**config.mk**
```make
export PLATFORM = sky130hd
export DESIGN_NAME = lock_ctrl
export DESIGN_NICKNAME = d
export VERILOG_FILES = /design/src/rtl/lock_pkg.sv /design/src/rtl/pulse_sync.sv /design/src/rtl/lock_ctrl.sv
export SDC_FILE = /design/constraint.sdc
export NUM_CORES = 1
export LEC_CHECK = 0
export CORE_MARGIN = 3
export CORE_UTILIZATION = 30
export DETAILED_ROUTE_END_ITERATION = 7
export HOLD_SLACK_MARGIN = 0.15
export SETUP_SLACK_MARGIN = 0.3
export SLEW_MARGIN = 20
export SYNTH_ARGS = -nofsm -noshare
export SYNTH_HDL_FRONTEND = slang
export SYNTH_SLANG_ARGS = --single-unit
export TNS_END_PERCENT = 30
```
**constraint.sdc**
```tcl
create_clock -name clk -period 2.9 [get_ports clk]
set_input_delay 0.435 -clock clk [delete_from_list [all_inputs] [get_ports clk]]
set_output_delay 0.435 -clock clk [all_outputs]
set_load 0.01 [all_outputs]
```
**src/rtl/lock_pkg.sv**
```systemverilog
// rtl/lock_pkg.sv - shared state encoding and field widths for the lock controller
package lock_pkg;

    localparam int TICKS_W  = 6;
    localparam int FAIL_W   = 2;
    localparam int STREAK_W = 2;

    typedef enum logic [1:0] {
        ST_IDLE    = 2'd0,
        ST_OPEN    = 2'd1,
        ST_LOCKOUT = 2'd2,
        ST_ALARM   = 2'd3
    } state_t;

endpackage

```
**src/rtl/pulse_sync.sv**
```systemverilog
// rtl/pulse_sync.sv - two-flop synchronizer with rising-edge one-cycle pulse
module pulse_sync (
    input  logic clk,
    input  logic rst,
    input  logic i_level,
    output logic o_pulse
);

    logic r_meta;
    logic r_sync;
    logic r_prev;

    // Two synchronizer stages, then one history flop so a held level pulses once
    always_ff @(posedge clk or posedge rst) begin
        if (rst) begin
            r_meta <= 1'b0;
            r_sync <= 1'b0;
            r_prev <= 1'b0;
        end else begin
            r_meta <= i_level;
            r_sync <= r_meta;
            r_prev <= r_sync;
        end
    end

    assign o_pulse = r_sync & ~r_prev;

endmodule

```
**src/rtl/lock_ctrl.sv**
```systemverilog
// rtl/lock_ctrl.sv - door lock sequencer with open timer, lockout and alarm
module lock_ctrl
    import lock_pkg::*;
#(
    parameter int TICK_DIV   = 100000000,
    parameter int OPEN_TICKS = 5,
    parameter int LOCK_TICKS = 30,
    parameter int MAX_FAIL   = 3
) (
    input  logic               clk,
    input  logic               rst,
    input  logic               pass,
    input  logic               fail,
    output logic               unlocked,
    output logic               locked_out,
    output logic               alarm,
    output logic [FAIL_W-1:0]  fail_cnt,
    output logic [TICKS_W-1:0] ticks_left
);

    localparam int                   PRESC_W    = (TICK_DIV > 1) ? $clog2(TICK_DIV) : 1;
    localparam logic [PRESC_W-1:0]   PRESC_LAST = PRESC_W'(TICK_DIV - 1);
    localparam logic [TICKS_W-1:0]   OPEN_LOAD  = TICKS_W'(OPEN_TICKS);
    localparam logic [TICKS_W-1:0]   LOCK_LOAD  = TICKS_W'(LOCK_TICKS);
    localparam logic [FAIL_W:0]      FAIL_LIMIT = (FAIL_W + 1)'(MAX_FAIL);

    state_t              r_state;
    state_t              w_state_nxt;
    logic [PRESC_W-1:0]  r_presc;
    logic [PRESC_W-1:0]  w_presc_nxt;
    logic [TICKS_W-1:0]  r_ticks;
    logic [TICKS_W-1:0]  w_ticks_nxt;
    logic [FAIL_W-1:0]   r_fail_cnt;
    logic [FAIL_W-1:0]   w_fail_cnt_nxt;
    logic [STREAK_W-1:0] r_streak;
    logic [STREAK_W-1:0] w_streak_nxt;
    logic                r_alarm;
    logic                w_alarm_nxt;
    logic                w_pass_p;
    logic                w_fail_p;
    logic                w_tick;
    logic [FAIL_W:0]     w_fail_inc;

    pulse_sync u_pass_sync (
        .clk     (clk),
        .rst     (rst),
        .i_level (pass),
        .o_pulse (w_pass_p)
    );

    pulse_sync u_fail_sync (
        .clk     (clk),
        .rst     (rst),
        .i_level (fail),
        .o_pulse (w_fail_p)
    );

    assign w_tick     = (r_presc == PRESC_LAST);
    assign w_fail_inc = {1'b0, r_fail_cnt} + 1'b1;

    // State, prescaler, timer and counters all advance together on the clock
    always_ff @(posedge clk or posedge rst) begin
        if (rst) begin
            r_state    <= ST_IDLE;
            r_presc    <= '0;
            r_ticks    <= '0;
            r_fail_cnt <= '0;
            r_streak   <= '0;
            r_alarm    <= 1'b0;
        end else begin
            r_state    <= w_state_nxt;
            r_presc    <= w_presc_nxt;
            r_ticks    <= w_ticks_nxt;
            r_fail_cnt <= w_fail_cnt_nxt;
            r_streak   <= w_streak_nxt;
            r_alarm    <= w_alarm_nxt;
        end
    end

    // Next-state decision; a fail pulse wins over a coincident pass pulse
    always_comb begin
        w_state_nxt    = r_state;
        w_presc_nxt    = w_tick ? '0 : r_presc + 1'b1;
        w_ticks_nxt    = r_ticks;
        w_fail_cnt_nxt = r_fail_cnt;
        w_streak_nxt   = r_streak;
        w_alarm_nxt    = 1'b0;

        case (r_state)
            ST_IDLE: begin
                if (w_fail_p) begin
                    if (w_fail_inc >= FAIL_LIMIT) begin
                        w_fail_cnt_nxt = '0;
                        w_presc_nxt    = '0;
                        w_streak_nxt   = (r_streak == '1) ? r_streak : r_streak + 1'b1;
                        if (r_streak != '0) begin
                            w_state_nxt = ST_ALARM;
                            w_ticks_nxt = '0;
                        end else begin
                            w_state_nxt = ST_LOCKOUT;
                            w_ticks_nxt = LOCK_LOAD;
                        end
                    end else begin
                        w_fail_cnt_nxt = (r_fail_cnt == '1) ? r_fail_cnt : r_fail_cnt + 1'b1;
                    end
                end else if (w_pass_p) begin
                    w_state_nxt    = ST_OPEN;
                    w_ticks_nxt    = OPEN_LOAD;
                    w_presc_nxt    = '0;
                    w_fail_cnt_nxt = '0;
                    w_streak_nxt   = '0;
                end
            end
            ST_OPEN: begin
                if (w_fail_p) begin
                    w_state_nxt = ST_IDLE;
                    w_ticks_nxt = '0;
                    w_presc_nxt = '0;
                end else if (w_pass_p) begin
                    w_ticks_nxt = OPEN_LOAD;
                    w_presc_nxt = '0;
                end else if (w_tick) begin
                    if (r_ticks <= 1) begin
                        w_state_nxt = ST_IDLE;
                        w_ticks_nxt = '0;
                    end else begin
                        w_ticks_nxt = r_ticks - 1'b1;
                    end
                end
            end
            ST_LOCKOUT: begin
                if (w_tick) begin
                    if (r_ticks <= 1) begin
                        w_state_nxt = ST_IDLE;
                        w_ticks_nxt = '0;
                    end else begin
                        w_ticks_nxt = r_ticks - 1'b1;
                    end
                end
            end
            ST_ALARM: begin
                w_alarm_nxt = r_alarm ^ w_tick;
            end
            default: begin
                w_state_nxt = ST_IDLE;
                w_ticks_nxt = '0;
            end
        endcase
    end

    assign unlocked   = (r_state == ST_OPEN);
    assign locked_out = (r_state == ST_LOCKOUT);
    assign alarm      = r_alarm;
    assign fail_cnt   = r_fail_cnt;
    assign ticks_left = r_ticks;

endmodule

```
==> impl_metrics.py <==
metrics = {
    "logic_synthesis": {
        "async_reset_ff_share_pct": 100,
        "netlist.area_leader.share_pct": 44.8,
        "muxShareOfSynthArea_pct": 1.22,
        "synth_common_cells": "46 x dfrtp_1, 36 x nor2_1, 27 x nand2_1, 15 x xor2_1, 13 x inv_1",
        "synth_top_family_by_area": "simple AND/OR/NAND/NOR gates",
        "synthFlopType": "dfrtp_1",
        "synthXorXnorAreaFrac_pct": 8.18,
        "ys_seq_area_share_pct": 44.8,
        "synth_edf_count": 0,
        "postSynthCellCount": 263,
        "synth-simple-area-share_pct": 26.7,
        "synthAdderAreaFrac_pct": 4.38,
        "yosys.area.top_type": "dfrtp_1",
        "yosys_warnings": 0,
        "synth_compound_area_share_pct": 11.3,
        "netlist_area_mm2": 0.00257,
        "avgSynthCellArea_um2": 9.78,
        "synth.distinct_cells": 52,
        "synth_area_leaders": "dfrtp_1 45%, nor2_1 5.3%, xor2_1 5.1%",
        "ys_ff_latch": 46,
        "synth.most_common_cell": "dfrtp_1",
        "synth_nets": 276,
    },
    "drt": {
        "top_layer": "met4",
        "avgViaCountPerCell": 5.02,
        "drc": 0,
        "route.met2.wl_um": 2480,
        "dr.first_iter.drc_count": 119,
        "drt-met1-wl_um": 2370,
        "met3_length_um": 215,
        "dr.pass1.iters": 4,
        "vias": 1938,
        "routed_wl_um": 5180,
        "ant_nets": 0,
        "wl_per_cell_um": 13.4,
    },
    "global_route": {
        "track_usage_pct": 11.5,
        "globalRoute.totalOverflow": 0,
        "grt_pass1_wl_um": 9290,
        "grt_max_degree": 30,
        "antenna_found_initial": 0,
        "grt_pass1_vias": 1969,
    },
    "place": {
        "place.gp.congestion": 0.839,
        "dpl.hpwl_um": 3700,
        "port_buffers": 14,
    },
    "floorplan": {
        "dieWidth_um": 98.6,
        "ioPinCount": 15,
        "start_util_pct": 31.1,
        "die_h_um": 98.6,
        "core-area_mm2": 0.00826,
        "die_area_mm2": 0.00972,
        "rows": 33,
    },
    "power": {
        "power.share.sequential_pct": 40.2,
        "comb_power_share_pct": 42.5,
        "leakage_nw": 1.25,
        "ir_drop_v": 0.000278,
        "power.internal_mw": 1.32,
        "p_switching_mw": 0.884,
        "power_density_mw_per_mm2": 765,
        "clockPowerShare_pct": 17.3,
        "swShare_pct": 40.0,
    },
    "sta": {
        "setup_tns_ns": 0,
        "finClkSkew_ns": 0.0107,
        "slew_viol_final": 0,
        "holdWs_ns": 0.356,
        "final-setup-viol-count": 0,
        "tightest_slew_ns": 0.647,
        "fin_crit_ns": 2.18,
        "fin_crit_sh_pct": 75.1,
        "slew_headroom_pct": 56.7,
        "rsz0062_at_grt": "false",
        "hold_viol": 0,
        "max_freq_ghz": 0.459,
    },
    "final_layout": {
        "final_nets": 294,
        "syn_to_final_growth_pct": 12.3,
        "num_antenna_cells": 0,
        "drive_above_1_share_pct": 8.90,
    },
    "cts": {
        "ctsRootBufferMaster": "clkbuf_8",
        "holdBufCountCts": 0,
        "clock_latency_ns": 0.31,
        "cts_sinks": 46,
        "htreeDepth": 2,
        "cts_tree": "built",
        "cts_setup_buffers": 0,
        "cts_buffers": 5,
        "cts-resized-gates": 0,
        "path_clk_slew_ns": 0.08,
        "cts_buffer_depth": 2,
    },
    "run": {
        "maxCapViolCount": 0,
    },
    "worst_setup_path": {
        "end_kind": "flop",
        "cp_data_required_time_ns": 3.06,
        "cp_max_fo": 27,
        "arrival_ns": 2.34,
        "critical_path_class": "reg2reg",
        "worstSetupStartpointType": "flop",
    },
    "min_path": {
        "hold_path.class": "reg2reg",
    },
    "outcome": {
        "status": "finished clean",
    },
}
[routing by layer]
layer | up-vias | track usage, %
li1 | 947 | -
met1 | 930 | 14.8
met2 | 50 | 18.9
met3 | 11 | 2.62
met4 | 0 | 4.41
met5 | - | 0
[power groups by stage]
stage	combinational (mW)	sequential, mW	clock (mW)
CTS	0.951	0.888	0.404
floorplan	0.659	0.888	0
global route	1.07	0.910	0.425
global placement	0.924	0.894	0
detailed placement	0.945	0.900	0
finish	0.939	0.888	0.381
[cell type report]
type                    count  area [um^2]
fillers                   858         5370
clock buffers               7         76.3
multi-input cells         200         1330
well taps                 105          131
inverters                  13         48.8
repair buffers             15          148
flip-flops and latches     46         1150
[cells by family after synthesis]
| group | count (synthesis) |
|---|---|
| AND/OR/NAND/NOR | 125 |
| XOR/XNOR | 24 |
| flip-flops | 46 |
| AO/OA/AOI/OAI | 39 |
| adder cells (fa/ha/maj) | 9 |
| buffers and inverters | 17 |
| multiplexers | 3 |
[state kept, by name (all words and copies together), names as in the netlist, 2 cells and up]
name / count
r_state: 2
r_presc: 27
fail_cnt: 2
ticks_left: 6
r_streak: 2
[cells in the final DEF, fill, tap and decap left out, types with 2 or more instances in the layout]
master           synthesis  routed
dfrtp_1                 46      46
nor2_1                  36      36
nand2_1                 27      27
xor2_1                  15      15
clkdlybuf4s50_1          0      14
inv_1                   13      12
nand3_1                 12      12
a21oi_1                 11      11
o21ai_0                 11      11
xnor2_1                  9       9
ha_1                     9       9
nor3_1                   8       8
nand4_1                  8       8
clkbuf_8                 0       5
nand2b_1                 3       3
and3_1                   3       3
or3_1                    3       3
nor4b_1                  2       2
a21o_2                   2       2
nor2b_1                  2       2
nand3b_1                 2       2
o211ai_1                 2       2
mux2i_1                  2       2
nor4_1                   2       2
and2_1                   2       2
and4_1                   2       2
nor3b_1                  2       2
clkbuf_1                 0       2
[worst paths after layout]
kind,start,end,slack [ns],cells past startpoint
hold reg to reg,u_pass_sync.r_meta,u_pass_sync.r_sync,0.36,0
hold / removal,u_pass_sync.r_meta,u_pass_sync.r_sync,0.36,0
min in group asynchronous,rst,fail_cnt[0],0.42,2
max in group asynchronous,rst,r_presc[2],1.77,3
setup reg to reg,r_presc[0],r_presc[9],0.72,6
setup / recovery,r_presc[0],r_presc[9],0.72,6
[per-stage QoR]
step	util, %	worst slack [ns]	std cells	area (um^2)	power, mW
6_report	35.0	0.723	386	2890	2.21
5_1_grt	35.0	0.513	386	2890	2.40
4_1_cts	35.0	0.673	386	2890	2.24
3_5_place_dp	34.0	0.683	379	2810	1.85
3_3_place_gp	34.0	0.740	379	2810	1.82
2_1_floorplan	-	0.986	263	2570	1.55
[critical path, cell delays in order (launching register included)]
cell and delay (ns):
dfrtp_1 0.39, ha_1 0.25, nand3_4 0.13, or2_4 0.29, nor3_4 0.45, o21bai_4 0.41
nor2_1 0.12
Power figures use the tool's default switching activity.
==> variant 1 (same settings) <==
The package constant `TICKS_W` goes from 6 to 12.
--- a/src/rtl/lock_pkg.sv
+++ b/src/rtl/lock_pkg.sv
@@ -1,7 +1,7 @@
 // rtl/lock_pkg.sv - shared state encoding and field widths for the lock controller
 package lock_pkg;
 
-    localparam int TICKS_W  = 6;
+    localparam int TICKS_W  = 12;
     localparam int FAIL_W   = 2;
     localparam int STREAK_W = 2;
 
Interface: changed (resized ticks_left); port bits go from 15 to 21. No check against the original RTL was run, so the function may have changed too.
==> variant 1 against the original RTL <==
  * Final cell count increased by 17%
  * Die area is 11% higher
  * Highest routed layer unchanged
  * Design area up 16%
  * Combinational power rose by 11%
  * Power grew 12%
  * Synthesized area rose by 12%
  * Routed wire length increased by 19%
  * Setup slack got worse by 0.32 ns
  * Sequential cell count grew 6
==> variant 1: results (changes against the original RTL) <==
CTS
  • Buffers from clock root to sink, at most: 2 (unchanged)
  • TritonCTS Buffers: 5 (unchanged)
  • Clk pin slew, worst setup/hold paths: 0.09 ns
  • Clock Latency Late Sink: ~0.30 ns

STA
  • Max Clock Skew: 0.01255 ns (+0.001838 ns)
  • Worst Max-Slew Pin Slew: 0.6006 ns (-0.04684 ns)
  • TNS Setup: 0 ns (unchanged)
  • Setup-failing EPs final: 0 (unchanged)

Worst setup path
  • Crit path largest cell delay: 0.45 ns (about the same)
  • Crit-path slowest cell: or3_1
  • Critical path arrival: 2.73 ns (+0.39 ns)
  • Max FO, Critical Path: 7 (-74%)
  • Reg-to-reg startpoint: r_state[0]
  • CP top delay family: simple AND/OR/NAND/NOR gates

GRT
  • Largest net degree at the start of global routing: 27 (-10%)
  • Initial antenna violation count: 0 (unchanged)
  • First-pass GRT wire length: 10,450 um (+12%)
  • M3 GR Usage: 0.02617 (about the same)
  • Number of global-route vias before repair: 2,155 (+9.4%)
  • GRT Util Overall: 0.1158 (+0.0007388)
  • Met1 Track Usage GR: 0.1575 (+0.009677)
  • Met2 Resource Use GR: 0.1874 (-0.001384)

Placed design
  • IO Port Bufs: 20 (+6)
  • Detailed placer's ending HPWL: 4498 um (+21%)
  • Gpl congestion: 0.7971 (-5.0%)

Drt
  • Wire length on met3: 184 um (-14%)
  • WL met2: 2880 um (+16%)
  • DR vias: 2,288 (+18%)
  • DR iter-0 viols: 73 (-39%)
  • Metal1 wirelength: 3072 um (+30%)
  • Via density: 5.073 (+1.0%)
  • Top layer in use: met4
  • DR WL/cell: 13.71 um (+2.2%)

Worst hold path
  • Hold Path Class: reg2reg
  • Hold wc startpoint: u_fail_sync.r_meta

Logic synthesis
  • Synth top cells by count: dfrtp_1, nor2_1, nand2_1
  • Unique masters post-synth: 57 (+9.6%)
  • Sequential fraction of the synthesis area: 0.4536 (+0.005866)
  • Synth top area cells: dfrtp_1, nor2_1, xnor2_1
  • Mapped Cells: 297 (+13%)
  • Post-Syn Nets: 310 (+12%)

Final layout
  • Share of cells above drive strength 1: 0.07764 (-0.01133)
  • Final nets: 336 (+14%)

Pwr
  • Peak VDD IR: 0.2884 mV (+3.7%)
  • Static Leak: 0.001359 uW (+8.7%)

Outcome
  • Status: completed
variant 1: power breakdown:
| group | internal, uW | switching [uW] |
|---|---|---|
| Sequential | 826 | 131 |
| Combinational | 452 | 589 |
| Clock | 248 | 222 |
variant 1: worst paths after layout:
check / endpoint / slack [ns] / cells after the start
worst min-delay path: u_fail_sync.r_sync / 0.35 / 0
min in group asynchronous: r_presc[7] / 0.44 / 2
worst max-delay path: ticks_left[8] / 0.40 / 7
worst max register to register: ticks_left[8] / 0.40 / 7
max in group asynchronous: r_presc[5] / 1.83 / 3
worst min register to register: u_fail_sync.r_sync / 0.35 / 0
variant 1: timing repair:
item | 4_1_cts | 5_1_grt
gates resized for setup | 0 | 1
buffers inserted | 0 | 0
endpoints found under the setup margin | 0 | 7
variant 1: stage by stage:
stage	hold slack, ns	util	instance area, sq um	total power, uW	worst slack (ns)
2_1_floorplan	0.3312	-	2869	1661	0.5671
3_3_place_gp	0.3325	0.3496	3246	1984	0.4973
3_5_place_dp	0.3358	0.3496	3246	1989	0.4293
4_1_cts	0.3482	0.3602	3344	2475	0.4288
5_1_grt	0.3527	0.3612	3353	2653	0.2653
6_report	0.3477	0.3612	3353	2467	0.4003
variant 1: cells by family after synthesis:
kind of cell,synth area share
adders and majority gates,0.03925
AOI/OAI and AO/OA,0.09900
buffers and inverters,0.02224
xor gates and xnor gates,0.08853
and+or+nand+nor,0.2900
muxes,0.007414
DFF,0.4536
variant 1: area by class of cell:
class / count / area (sq um)
Inverter: 9 / 33.78
Fill cell: 979 / 5931
Multi-Input combinational cell: 229 / 1513
Timing Repair Buffer: 26 / 245.2
Sequential cell: 52 / 1301
Clock inverter: 1 / 30.03
Tap cell: 129 / 161.4
Clock buffer: 5 / 68.82
==> variant 2 (config.mk and constraints unchanged) <==
Made on the original files. Register the inputs `pass` and `fail` before use. The logic sees them one clock later.
--- a/src/rtl/lock_ctrl.sv
+++ b/src/rtl/lock_ctrl.sv
@@ -24,6 +24,14 @@
     localparam logic [TICKS_W-1:0]   LOCK_LOAD  = TICKS_W'(LOCK_TICKS);
     localparam logic [FAIL_W:0]      FAIL_LIMIT = (FAIL_W + 1)'(MAX_FAIL);
 
+    logic pass_q;
+    logic fail_q;
+
+    always_ff @(posedge clk) begin
+        pass_q <= pass;
+        fail_q <= fail;
+    end
+
     state_t              r_state;
     state_t              w_state_nxt;
     logic [PRESC_W-1:0]  r_presc;
@@ -44,14 +52,14 @@
     pulse_sync u_pass_sync (
         .clk     (clk),
         .rst     (rst),
-        .i_level (pass),
+        .i_level (pass_q),
         .o_pulse (w_pass_p)
     );
 
     pulse_sync u_fail_sync (
         .clk     (clk),
         .rst     (rst),
-        .i_level (fail),
+        .i_level (fail_q),
         .o_pulse (w_fail_p)
     );
 
Check against the original RTL: not equivalent (a bounded check fails within 4 cycles, from zero or initial values and one cycle with rst high).
==> variant 2 against the original RTL <==
  * Setup slack improved by 0.011 ns
  * Largest power group unchanged
  * Critical endpoint is now r_presc[16]
  * Synthesized area increased by 1.6%
  * Sequential power increased by 2%
  * Routed wire length decreased by 5.9%
  * Design area increased by 2.7%
  * Die area increased by 1.5%
  * Synthesized cell count increased by 0.76%
  * Worst hold slack got worse by 0.023 ns
  * Power increased by 3.9%
  * Sequential cell count increased by 2
==> variant 2: results (changes against the original RTL) <==
Worst setup path
  • Max FO, Critical Path: 27 (unchanged)
  • R2r setup slk: 0.73 ns
  • CP top delay family: simple AND/OR/NAND/NOR gates
  • Crit path largest cell delay: roughly 0.46 ns
  • Critical path arrival: 2.33 ns
  • Crit-path slowest cell: nor3_4

Final layout
  • Ant. Diodes: 0 (unchanged)
  • Final nets: 297 (+1.0%)
  • Share of cells above drive strength 1: 0.09825 (+0.009278)
  • Reg with most FFs: r_presc
  • Fin cells: 390 (+1.0%)
  • Max reg flops: 27 (unchanged)

Drt
  • DR iter-0 viols: 121 (+1.7%)
  • DR WL/cell: 12.49 um (-6.9%)
  • DR vias: 1,903 (-1.8%)
  • DR pass1 iterations: 4 (unchanged)

CTS
  • TritonCTS Buffers: 5 (unchanged)
  • CTS H-tree lvls: 2 (unchanged)
  • Clk pin slew, worst setup/hold paths: 0.08 ns (about the same)
  • Post-CTS resize count: 0 (unchanged)
  • Buffers from clock root to sink, at most: 2 (unchanged)
  • Clk root buf: clkbuf_8
  • Setup Buffers After CTS: 0 (unchanged)
  • Clock Latency Late Sink: around 0.30 ns

Logic synthesis
  • Synth top area cells: dfrtp_1, nor2_1, xor2_1
  • Synth async-reset ratio: 0.9583 (-0.04167)
  • Synth top cells by count: dfrtp_1, nor2_1, nand2_1
  • Mapped Cells: 265 (+0.76%)
  • Post-Syn Nets: 278 (+0.72%)
  • Sequential fraction of the synthesis area: 0.4562 (+0.008469)
  • Unique masters post-synth: 53 (+1.9%)
  • Ys Warns: 0 (unchanged)

Pwr
  • Peak VDD IR: 0.2508 mV (-9.8%)
  • Static Leak: 0.001289 uW (+3.1%)

GRT
  • GRT Util Overall: 0.1101 (-0.004958)
  • Largest net degree at the start of global routing: 28 (-6.7%)
  • Initial antenna violation count: 0 (unchanged)
  • First-pass GRT wire length: 8921 um (-3.9%)

STA
  • Worst Max-Slew Pin Slew: 0.6192 ns (-0.02830 ns)
  • TNS Setup: 0 ns (unchanged)
  • Max Clock Skew: 0.01337 ns (+0.002662 ns)
  • Slew Viols, Final: 0 (unchanged)

Placed design
  • Gpl congestion: 0.8729 (+4.0%)
  • IO Port Bufs: 14 (unchanged)
  • Inst Count DP: 382 (+0.79%)
  • Detailed placer's ending HPWL: 3509 um (-5.3%)

Worst hold path
  • Hold Path Class: reg2reg

Outcome
  • Status: completed
## variant 2: final timing paths
path,from,endpoint,cells after the start
setup / recovery,r_presc[0],r_presc[16],6
hold / removal,pass_q,u_pass_sync.r_meta,0
setup reg to reg,r_presc[0],r_presc[16],6
hold reg to reg,pass_q,u_pass_sync.r_meta,0
max in group asynchronous,rst,r_presc[22],3
min in group asynchronous,rst,r_streak[1],2
## variant 2: power breakdown
part	total [uW]	internal, uW	switching [uW]
clock	475	256	219
combinational	917	405	512
sequential	903	773	130
## variant 2: worst reg2reg max path, stage by stage (launching register included)
cell	delay, ns
dfrtp_1	0.39
ha_1	0.24
nand3_4	0.12
or2_4	0.29
nor3_4	0.46
o21bai_4	0.40
nor2_1	0.12
## variant 2: cell families after synthesis
family | count (synthesis) | share of synthesized area
AOI/OAI and AO/OA | 39 | 0.1116
xor gates and xnor gates | 24 | 0.08050
adders and majority gates | 9 | 0.04312
buffers and inverters | 17 | 0.03354
DFF | 48 | 0.4562
muxes | 3 | 0.01198
and+or+nand+nor | 125 | 0.2631
## variant 2: cell type report
| type | count | area, sq um |
|---|---|---|
| clock inverters | 2 | 35.03 |
| flip-flops and latches | 48 | 1191 |
| repair buffers | 16 | 155.1 |
| fillers | 858 | 5374 |
| well taps | 105 | 131.4 |
| clock buffers | 6 | 72.57 |
| inverters | 13 | 48.80 |
| multi-input cells | 200 | 1333 |
## variant 2: metrics by stage
stage | util | hold WS [ns] | instance area [sq um] | setup slack [ns]
after floorplan | - | 0.3163 | 2611 | 0.9857
after global placement | 0.3428 | 0.3216 | 2859 | 0.7713
after detailed placement | 0.3428 | 0.3247 | 2859 | 0.7187
after CTS | 0.3557 | 0.3370 | 2967 | 0.7100
after global routing | 0.3557 | 0.3449 | 2967 | 0.5361
final | 0.3557 | 0.3328 | 2967 | 0.7347
## variant 2: per-layer routing
metal  GRT usage  share of wire  wire length, um  vias up
met1      0.1533           0.51             2466      903
met3     0.02384          0.028              137        6
met4     0.04517          0.016               80        0
met5           0              0                0        -
li1            -              -                -      966
met2      0.1658           0.45             2187       28
